[src/rtl/multicycle_ctrl_pkg.sv]
// ============================================================================
// Module      : multicycle_ctrl_pkg
// Description : Shared state, opcode and datapath-select encodings for the
//               multicycle controller and the ALU control decoder.
// Revision    : 1.0 - initial release
// ============================================================================
`default_nettype none

package multicycle_ctrl_pkg;

   localparam logic [3:0] C_ST_IDLE   = 4'd0;
   localparam logic [3:0] C_ST_FETCH  = 4'd1;
   localparam logic [3:0] C_ST_DECODE = 4'd2;
   localparam logic [3:0] C_ST_MEMADR = 4'd3;
   localparam logic [3:0] C_ST_MEMRD  = 4'd4;
   localparam logic [3:0] C_ST_MEMWB  = 4'd5;
   localparam logic [3:0] C_ST_MEMWR  = 4'd6;
   localparam logic [3:0] C_ST_EXEC   = 4'd7;
   localparam logic [3:0] C_ST_ALUWB  = 4'd8;
   localparam logic [3:0] C_ST_BRANCH = 4'd9;
   localparam logic [3:0] C_ST_JUMP   = 4'd10;
   localparam logic [3:0] C_ST_ADDIEX = 4'd11;
   localparam logic [3:0] C_ST_ADDIWB = 4'd12;
   localparam logic [3:0] C_ST_ILLEG  = 4'd13;

   localparam logic [5:0] C_OP_RTYPE = 6'b000000;
   localparam logic [5:0] C_OP_LW    = 6'b100011;
   localparam logic [5:0] C_OP_SW    = 6'b101011;
   localparam logic [5:0] C_OP_BEQ   = 6'b000100;
   localparam logic [5:0] C_OP_J     = 6'b000010;
   localparam logic [5:0] C_OP_ADDI  = 6'b001000;

   localparam logic [1:0] C_ALUOP_ADD   = 2'b00;
   localparam logic [1:0] C_ALUOP_SUB   = 2'b01;
   localparam logic [1:0] C_ALUOP_FUNCT = 2'b10;

   localparam logic [1:0] C_SRCB_REG    = 2'b00;
   localparam logic [1:0] C_SRCB_FOUR   = 2'b01;
   localparam logic [1:0] C_SRCB_IMM    = 2'b10;
   localparam logic [1:0] C_SRCB_IMMSH2 = 2'b11;

   localparam logic [1:0] C_PCSRC_ALU    = 2'b00;
   localparam logic [1:0] C_PCSRC_ALUOUT = 2'b01;
   localparam logic [1:0] C_PCSRC_JUMP   = 2'b10;

   typedef struct packed {
      logic [1:0] alu_op;
      logic       alu_src_a;
      logic [1:0] alu_src_b;
      logic       iord;
      logic       mem_read;
      logic       mem_write;
      logic       ir_write;
      logic       reg_dst;
      logic       mem_to_reg;
      logic       reg_write;
      logic [1:0] pc_src;
      logic       pc_en;
      logic       illegal;
   } ctrl_t;

endpackage

`default_nettype wire

[src/rtl/multicycle_ctrl_decode.sv]
// ============================================================================
// Module      : multicycle_ctrl_decode
// Description : Combinational state-to-control-vector decode for the
//               multicycle controller.
// Revision    : 1.0 - initial release
// ============================================================================
`default_nettype none

module multicycle_ctrl_decode
   import multicycle_ctrl_pkg::*;
(
   input  logic [3:0] state_i,
   input  logic       mem_ready_i,
   input  logic       zero_i,
   output ctrl_t      ctrl_o
);

   logic w_pc_write;
   logic w_pc_write_cond;

   always_comb begin
      ctrl_o          = '0;
      w_pc_write      = 1'b0;
      w_pc_write_cond = 1'b0;
      case (state_i)
         C_ST_FETCH: begin
            ctrl_o.mem_read  = 1'b1;
            ctrl_o.alu_src_b = C_SRCB_FOUR;
            ctrl_o.ir_write  = mem_ready_i;
            w_pc_write       = mem_ready_i;
         end
         C_ST_DECODE: ctrl_o.alu_src_b = C_SRCB_IMMSH2;
         C_ST_MEMADR, C_ST_ADDIEX: begin
            ctrl_o.alu_src_a = 1'b1;
            ctrl_o.alu_src_b = C_SRCB_IMM;
         end
         C_ST_MEMRD: begin
            ctrl_o.mem_read = 1'b1;
            ctrl_o.iord     = 1'b1;
         end
         C_ST_MEMWB: begin
            ctrl_o.reg_write  = 1'b1;
            ctrl_o.mem_to_reg = 1'b1;
         end
         C_ST_MEMWR: begin
            ctrl_o.mem_write = 1'b1;
            ctrl_o.iord      = 1'b1;
         end
         C_ST_EXEC: begin
            ctrl_o.alu_src_a = 1'b1;
            ctrl_o.alu_op    = C_ALUOP_FUNCT;
         end
         C_ST_ALUWB: begin
            ctrl_o.reg_write = 1'b1;
            ctrl_o.reg_dst   = 1'b1;
         end
         C_ST_BRANCH: begin
            ctrl_o.alu_src_a = 1'b1;
            ctrl_o.alu_op    = C_ALUOP_SUB;
            ctrl_o.pc_src    = C_PCSRC_ALUOUT;
            w_pc_write_cond  = 1'b1;
         end
         C_ST_JUMP: begin
            ctrl_o.pc_src = C_PCSRC_JUMP;
            w_pc_write    = 1'b1;
         end
         C_ST_ADDIWB: ctrl_o.reg_write = 1'b1;
         C_ST_ILLEG:  ctrl_o.illegal   = 1'b1;
         default: ;
      endcase
      ctrl_o.pc_en = w_pc_write | (w_pc_write_cond & zero_i);
   end

endmodule

`default_nettype wire

[src/rtl/multicycle_ctrl.sv]
// ============================================================================
// Module      : multicycle_ctrl
// Description : Multicycle CPU control FSM with retired-instruction counter.
// Revision    : 1.0 - initial release
// ============================================================================
`default_nettype none

module multicycle_ctrl #(
   parameter int CNT_W = 32
) (
   input  logic             clk,
   input  logic             rst_n,
   input  logic [5:0]       opcode,
   input  logic             zero,
   input  logic             mem_ready,
   output logic [1:0]       alu_op,
   output logic             alu_src_a,
   output logic [1:0]       alu_src_b,
   output logic             iord,
   output logic             mem_read,
   output logic             mem_write,
   output logic             ir_write,
   output logic             reg_dst,
   output logic             mem_to_reg,
   output logic             reg_write,
   output logic [1:0]       pc_src,
   output logic             pc_en,
   output logic             illegal,
   output logic [CNT_W-1:0] instr_cnt
);

   import multicycle_ctrl_pkg::*;

   logic [3:0]       state_q, state_d;
   logic [CNT_W-1:0] cnt_q, cnt_d;
   logic             w_retire;
   ctrl_t            w_ctrl;

   always_comb begin
      state_d = state_q;
      case (state_q)
         C_ST_IDLE:   state_d = C_ST_FETCH;
         C_ST_FETCH:  if (mem_ready) state_d = C_ST_DECODE;
         C_ST_DECODE: begin
            case (opcode)
               C_OP_LW, C_OP_SW: state_d = C_ST_MEMADR;
               C_OP_RTYPE:       state_d = C_ST_EXEC;
               C_OP_BEQ:         state_d = C_ST_BRANCH;
               C_OP_J:           state_d = C_ST_JUMP;
               C_OP_ADDI:        state_d = C_ST_ADDIEX;
               default:          state_d = C_ST_ILLEG;
            endcase
         end
         // Opcode stays valid from the instruction register through MEMADR.
         C_ST_MEMADR: state_d = (opcode == C_OP_SW) ? C_ST_MEMWR : C_ST_MEMRD;
         C_ST_MEMRD:  if (mem_ready) state_d = C_ST_MEMWB;
         C_ST_MEMWR:  if (mem_ready) state_d = C_ST_FETCH;
         C_ST_EXEC:   state_d = C_ST_ALUWB;
         C_ST_ADDIEX: state_d = C_ST_ADDIWB;
         C_ST_MEMWB, C_ST_ALUWB, C_ST_BRANCH,
         C_ST_JUMP, C_ST_ADDIWB, C_ST_ILLEG: state_d = C_ST_FETCH;
         default:     state_d = C_ST_IDLE;
      endcase
   end

   // ILLEG returns to FETCH without retiring an instruction.
   always_comb begin
      w_retire = 1'b0;
      case (state_q)
         C_ST_MEMWB, C_ST_ALUWB, C_ST_BRANCH,
         C_ST_JUMP, C_ST_ADDIWB: w_retire = 1'b1;
         C_ST_MEMWR:             w_retire = mem_ready;
         default:                w_retire = 1'b0;
      endcase
   end

   assign cnt_d = cnt_q + {{(CNT_W-1){1'b0}}, w_retire};

   always_ff @(posedge clk or negedge rst_n) begin
      if (!rst_n) begin
         state_q <= C_ST_IDLE;
         cnt_q   <= '0;
      end else begin
         state_q <= state_d;
         cnt_q   <= cnt_d;
      end
   end

   multicycle_ctrl_decode u_decode (
      .state_i     (state_q),
      .mem_ready_i (mem_ready),
      .zero_i      (zero),
      .ctrl_o      (w_ctrl)
   );

   assign alu_op     = w_ctrl.alu_op;
   assign alu_src_a  = w_ctrl.alu_src_a;
   assign alu_src_b  = w_ctrl.alu_src_b;
   assign iord       = w_ctrl.iord;
   assign mem_read   = w_ctrl.mem_read;
   assign mem_write  = w_ctrl.mem_write;
   assign ir_write   = w_ctrl.ir_write;
   assign reg_dst    = w_ctrl.reg_dst;
   assign mem_to_reg = w_ctrl.mem_to_reg;
   assign reg_write  = w_ctrl.reg_write;
   assign pc_src     = w_ctrl.pc_src;
   assign pc_en      = w_ctrl.pc_en;
   assign illegal    = w_ctrl.illegal;
   assign instr_cnt  = cnt_q;

endmodule

`default_nettype wire

[config.mk]
export PLATFORM = sky130hd
export DESIGN_NAME = multicycle_ctrl
export DESIGN_NICKNAME = d
export VERILOG_FILES = /design/src/rtl/multicycle_ctrl_pkg.sv /design/src/rtl/multicycle_ctrl_decode.sv /design/src/rtl/multicycle_ctrl.sv
export SDC_FILE = /design/constraint.sdc
export NUM_CORES = 1
export LEC_CHECK = 0
export CORE_AREA = 2 2 73 75
export DETAILED_ROUTE_END_ITERATION = 7
export DIE_AREA = 0 0 75 77
export PLACE_DENSITY = 0.71
export SYNTH_ARGS = -nofsm -noshare
export SYNTH_HDL_FRONTEND = slang
export SYNTH_SLANG_ARGS = --single-unit
[constraint.sdc]
create_clock -name clk -period 2.2 [get_ports clk]
set_input_delay 0.22 -clock clk [delete_from_list [all_inputs] [get_ports clk]]
set_output_delay 0.22 -clock clk [all_outputs]
set_load 0.03 [all_outputs]
* Word-level counts from Yosys, hierarchy flattened *
Index checks and enable logic that the tools add are counted.

operators by class
  $add $sub $neg = 1
  equality and inequality tests = 21
  muxes and demuxes = 21
  bitwise operators = 2
  reductions and logical operators = 11

operators with widths
  operator            number
  $add 32x1->32       1
  $pmux 4 s8          1
  $eq 4x4->1 const B  6
  $pmux 4 s5          1
  $eq 4x3->1 const B  4
  $eq 6x6->1 const B  2
  $mux 4              3
  $mux 1              10
  $eq 4x2->1 const B  2
  $pmux 2 s2          2
  $reduce_or 2->1     4
  $reduce_or 7->1     1
  $eq 6x2->1 const B  1
  $eq 6x3->1 const B  1
  $eq 6x4->1 const B  1
  $logic_not 6->1     1
  $ne 2x2->1 const B  3
  $pmux 2 s3          1
  $reduce_or 5->1     1
  $eq 4x1->1 const B  1
  $logic_not 4->1     1
  $pmux 1 s2          2
  $reduce_or 4->1     1
  $reduce_and 3->1    1
  4 further kinds     4

word-level totals
  register bits after elaboration = 36
  output and inout port bits = 48
  word-level logic and storage cells = 58

* Logic depth before layout (Yosys ltp) *
  depth in word-level cells = 4
  gate-level depth with buffers = 11
  depth with buffers taken out = 10

* Modules after synthesis *
A second synthesis with hierarchy kept.

unflattened totals
  cell total of the unflattened synthesis = 206
  area, all modules = 2,090.8 um^2

by module, submodules not included
  module                  instances  cells an instance  area each (um^2)  sequential area each (um^2)
  multicycle_ctrl         1          173                1,839.3           900.9
  multicycle_ctrl_decode  1          33                 251.5             0.0

* Worst setup path after synthesis *
Ideal clock, no wire load.

  kind = reg2reg
  start point = register state_q[0]
  end point = register cnt_q[18], in the netlist instr_cnt[18]
  setup time = 0.135 ns
  data arrival time = 2.233 ns
  required time = 2.065 ns
  path slack = -0.168 ns
  cell stages (with the launch flop) = 12
  period minus slack after synthesis = 2.368 ns
  path through = dfrtp_1 -> clkbuf_1 -> nand2b_1 -> inv_1 -> a21oi_1 -> o21ai_0 -> ha_1 -> ha_1 -> inv_2 -> nor4_4 -> nand4_1 -> xnor2_1

between the ends
  longest elaborated chain between the ends = 4
  elaborated cells on any way between the ends = 9
  those cells by class = add/sub (1); eq/ne (6); mux (1); reduce/logical (1)

RTL lines
  what                                             RTL line               text
  start: declaration                               multicycle_ctrl.sv:34  logic [3:0] state_q, state_d;
  start signal: assignment                         multicycle_ctrl.sv:84  state_q <= state_d;
  $eq 4x4->1 / $eq 4x3->1 (equally long branches)  multicycle_ctrl.sv:69  case (state_q)
  $reduce_or 5->1                                  multicycle_ctrl.sv:69
  $pmux 1 s2 *                                     multicycle_ctrl.sv:69
  $add 32x1->32 *                                  multicycle_ctrl.sv:77  assign cnt_d = cnt_q + {{(CNT_W-1){1'b0}}, w_retire};
  net cnt_d[18]                                    multicycle_ctrl.sv:35  logic [CNT_W-1:0] cnt_q, cnt_d;
  end signal: assignment                           multicycle_ctrl.sv:85  cnt_q <= cnt_d;
  end: declaration                                 multicycle_ctrl.sv:35

Mark *: on every way through the listed nets, which the timed path passes. The rest lies on a longest branch.
A chain may end at the register's enable or synchronous reset.

* Worst setup path after layout *
  start point = register state_q[2]
  end point = output pc_src[1]

between the ends
  longest elaborated chain between the ends = 2
  elaborated cells on any way between the ends = 3
  those cells by class = eq/ne (2); mux (1)

RTL lines
  what              RTL line                      text
  $eq 4x4->1        multicycle_ctrl_decode.sv:25  case (state_i)
  $pmux 2 s2 *      multicycle_ctrl_decode.sv:25
  end: declaration  multicycle_ctrl.sv:26         output logic [1:0] pc_src,

Every way passes the cells marked *; elsewhere a longest branch is shown, timed or not.

==> impl_metrics.py <==
metrics = {
    "run_status": {
        "outcome": "finished clean",
    },
    "finish": {
        "post-route-util_pct": 56.0,
        "multi_input_area_um2": 961,
        "num-nets-final": 273,
        "stdcell_area_um2": 2790,
        "num_antenna_cells": 0,
        "fill_cells": 447,
        "area_growth_pct": 46.1,
        "layout-drive-gt1-share_pct": 11.8,
        "regArea_um2": 903,
    },
    "timing": {
        "drv_slew": 0,
        "timing.fmax_mhz": 483,
        "fin_skew_ns": 0.00802,
        "hold_violations": 0,
        "tns_ns": 0,
        "min_period_over_period_pct": 94.0,
        "finalSetupViolations": 0,
        "hold_slack_ns": 0.342,
        "layout_min_cycle_time_ns": 2.07,
        "relSlewSlack_pct": 66.0,
        "worst_pin_slew_ns": 0.506,
        "rsz0062_at_grt": "false",
    },
    "placement": {
        "gp_congestion": 0.799,
        "place_area_um2": 2630,
        "place_hpwl_um": 2970,
        "port_buffers": 57,
    },
    "hold_path": {
        "hold_class": "primary input to async pin",
    },
    "synthesis": {
        "ys_ff_latch": 36,
        "synth_xor_area_share_pct": 14.7,
        "synth_cells": 191,
        "synth_top_family_by_area": "simple AND/OR/NAND/NOR gates",
        "synth_fp_nets": 203,
        "synth_compound_area_share_pct": 9.32,
        "avgSynthCellArea_um2": 9.98,
        "synth_top_cells_by_area": "dfrtp_1 47%, xnor2_1 12%, nand3_1 3.7%, nand4_1 3.3%, nor2_1 3.1%",
        "ys_warn_count": 0,
        "synthesis.area_um2": 1910,
        "yosys.area_share.adder_pct": 1.31,
        "synth.largest_area_cell": "dfrtp_1",
        "ys_async_sr_fraction_pct": 100,
        "netlist.area_leader.share_pct": 47.2,
        "synth.yosys.seq_area_share_pct": 47.2,
        "synthFlopType": "dfrtp_1",
        "ys_types": 35,
        "synth_simple_gate_area_share_pct": 24.5,
        "synth_mux_area_share_pct": 0,
        "synth-edff-count": 0,
    },
    "power_and_ir_drop": {
        "p_leak_nw": 1.28,
        "ir_drop_mv": 0.857,
        "swShare_pct": 39.6,
        "p_sw_mw": 1.15,
        "power_frac_comb_pct": 47.6,
        "seq_power_share_pct": 31.1,
        "p_int_mw": 1.75,
        "total_power_mw": 2.91,
        "clkPwrFrac_pct": 21.3,
        "pwr_density_cell_nw_per_um2": 1040,
    },
    "die": {
        "num_rows": 26,
        "start_util_pct": 38.3,
        "die_h_um": 77,
        "io_pins": 58,
        "core_area_um2": 4980,
        "fp.dieW_um": 75,
        "die_area_um2": 5780,
    },
    "grt": {
        "grt_pass1_vias": 1443,
        "overflow": 0,
        "antenna_found_initial": 0,
        "grt_pass1_wl_um": 6840,
        "grt_usage_pct": 15.3,
        "grt_max_degree": 37,
    },
    "clock_network": {
        "clock_latency_ns": 0.28,
        "post_cts_buffers": 0,
        "clk_pin_slew_ns": 0.07,
        "h-tree-depth": 2,
        "cts_sinks": 36,
        "cts_root_buffer": "clkbuf_8",
        "cts_made_buffers": 5,
        "cts_tree": "built",
        "clock_path_buffers": 2,
        "ctsHoldBuffers": 0,
    },
    "setup_path": {
        "cp_slowest_cell": "clkdlybuf4s50_1",
        "critPathMaxStageDelay_ns": 0.69,
        "path_cells": "nand2b_1 > nor2_1 > clkdlybuf4s50_1",
        "start_kind": "flop",
        "rrSetupSlack_ns": 0.17,
        "required_ns": 1.98,
        "worstPathMaxFanout": 10,
        "crit_type": "flop to output port",
        "rr_worst_depth": 10,
        "end_kind": "output port",
        "r2r-start": "state_q[0]",
        "r2r-end": "instr_cnt[31]",
        "cp.arrival_ns": 1.85,
        "cp-startpoint": "state_q[2]",
    },
    "job": {
        "drv_cap": 0,
    },
    "route": {
        "finalWirelength_um": 4020,
        "drtIter0Drc": 72,
        "drc_errors": 0,
        "first_pass_iters": 4,
        "vias": 1625,
        "drt-vias-per-instance": 4.89,
        "avgRoutedWirePerCell_um": 12.1,
        "drtAntennaViolNets": 0,
    },
}
[layer usage]
metal,vias to the layer above,wire length (um),track usage (%)
met5,-,0,0
met2,35,1980,23.9
met3,6,155,4.07
met1,769,1810,19.8
met4,0,73,5.89
li1,815,-,-
[placed cells by master, fill, tap and decap left out, types with 5 or more instances in the layout]
master           instances
nand2_1                 13
nor3_1                   7
nand4_1                 10
buf_4                   11
dlymetal6s2s_1           7
nor2_1                  16
clkdlybuf4s50_1         49
dfrtp_1                 34
inv_1                    6
o21ai_0                  5
xor2_1                   6
xnor2_1                 26
nand3_1                 14
a21oi_1                  7
clkbuf_8                 7
[through the flow]
stage,instances,setup WS (ns)
after global routing,332,0.00356
after detailed placement,324,0.0389
after global placement,324,0.0703
final,332,0.131
after CTS,332,0.00990
after floorplan,191,0.00289
[power groups by stage]
| stage | Combinational (mW) | Clock, mW | Sequential [mW] |
|---|---|---|---|
| 6_report | 1.38 | 0.618 | 0.905 |
| 3_3_place_gp | 1.37 | 0 | 0.903 |
| 2_1_floorplan | 0.740 | 0 | 0.988 |
| 4_1_cts | 1.39 | 0.640 | 0.900 |
| 5_1_grt | 1.50 | 0.663 | 0.923 |
| 3_5_place_dp | 1.39 | 0 | 0.911 |
[cells in the mapped netlist, types with 2 or more instances]
| cell type | number |
|---|---|
| nor4_4 | 2 |
| and3_1 | 4 |
| buf_4 | 2 |
| nor2_1 | 16 |
| and2_1 | 3 |
| clkbuf_1 | 4 |
| o21ai_0 | 6 |
| xnor2_1 | 26 |
| and4_1 | 3 |
| dfrtp_1 | 36 |
| a21oi_1 | 8 |
| nand4_1 | 10 |
| nor2b_1 | 2 |
| nor3_1 | 7 |
| nand2_1 | 13 |
| ha_1 | 2 |
| xor2_1 | 6 |
| nand2b_1 | 5 |
| a2111oi_0 | 2 |
| nand3_1 | 14 |
| inv_1 | 6 |
[kinds of logic (layout without fill, tap and decap cells)]
logic type | Yosys count | after routing
adder cells (fa/ha/maj) | 2 | 2
flip-flops | 36 | 36
buffers and inverters | 13 | 84
XOR/XNOR | 32 | 32
AO/OA/AOI/OAI | 27 | 27
AND/OR/NAND/NOR | 81 | 81
[worst max-delay path by stage]
| stage | endpoint | slack (ns) | cells past startpoint |
|---|---|---|---|
| after floorplan | instr_cnt[18] | 0.003 | 11 |
| after global placement | instr_cnt[25] | 0.07 | 9 |
| after detailed placement | instr_cnt[31] | 0.04 | 9 |
| after CTS | reg_write | 0.01 | 6 |
| after global routing | instr_cnt[22] | 0.004 | 10 |
| final | pc_src[1] | 0.13 | 3 |
[registers in the layout (all words and copies together) (netlist names)]
name and count:
state_q 4, instr_cnt 32
[worst max-delay path: cells and delay by family, from the launching register on]
family / cells / cell delay (ns)
AND/OR/NAND/NOR: 2 / 0.39
flip-flops: 1 / 0.49
buffers and inverters: 1 / 0.69
[final cells by class]
type                    instances  share of cell area [%]
well taps                      70                    3.14
multi-input cells             142                    34.5
clock buffers                   7                    3.46
repair buffers                 69                    24.4
flip-flops and latches         36                    32.4
inverters                       7                   0.943
clock inverters                 1                    1.08
[repair_timing]
item | 4_1_cts | 5_1_grt
endpoints found under the setup margin | 4 | 28
gates resized for setup | 2 | 14
pin swaps | 0 | 2
gates cloned | 0 | 0
Note: power is estimated with default switching activity, not from simulation.
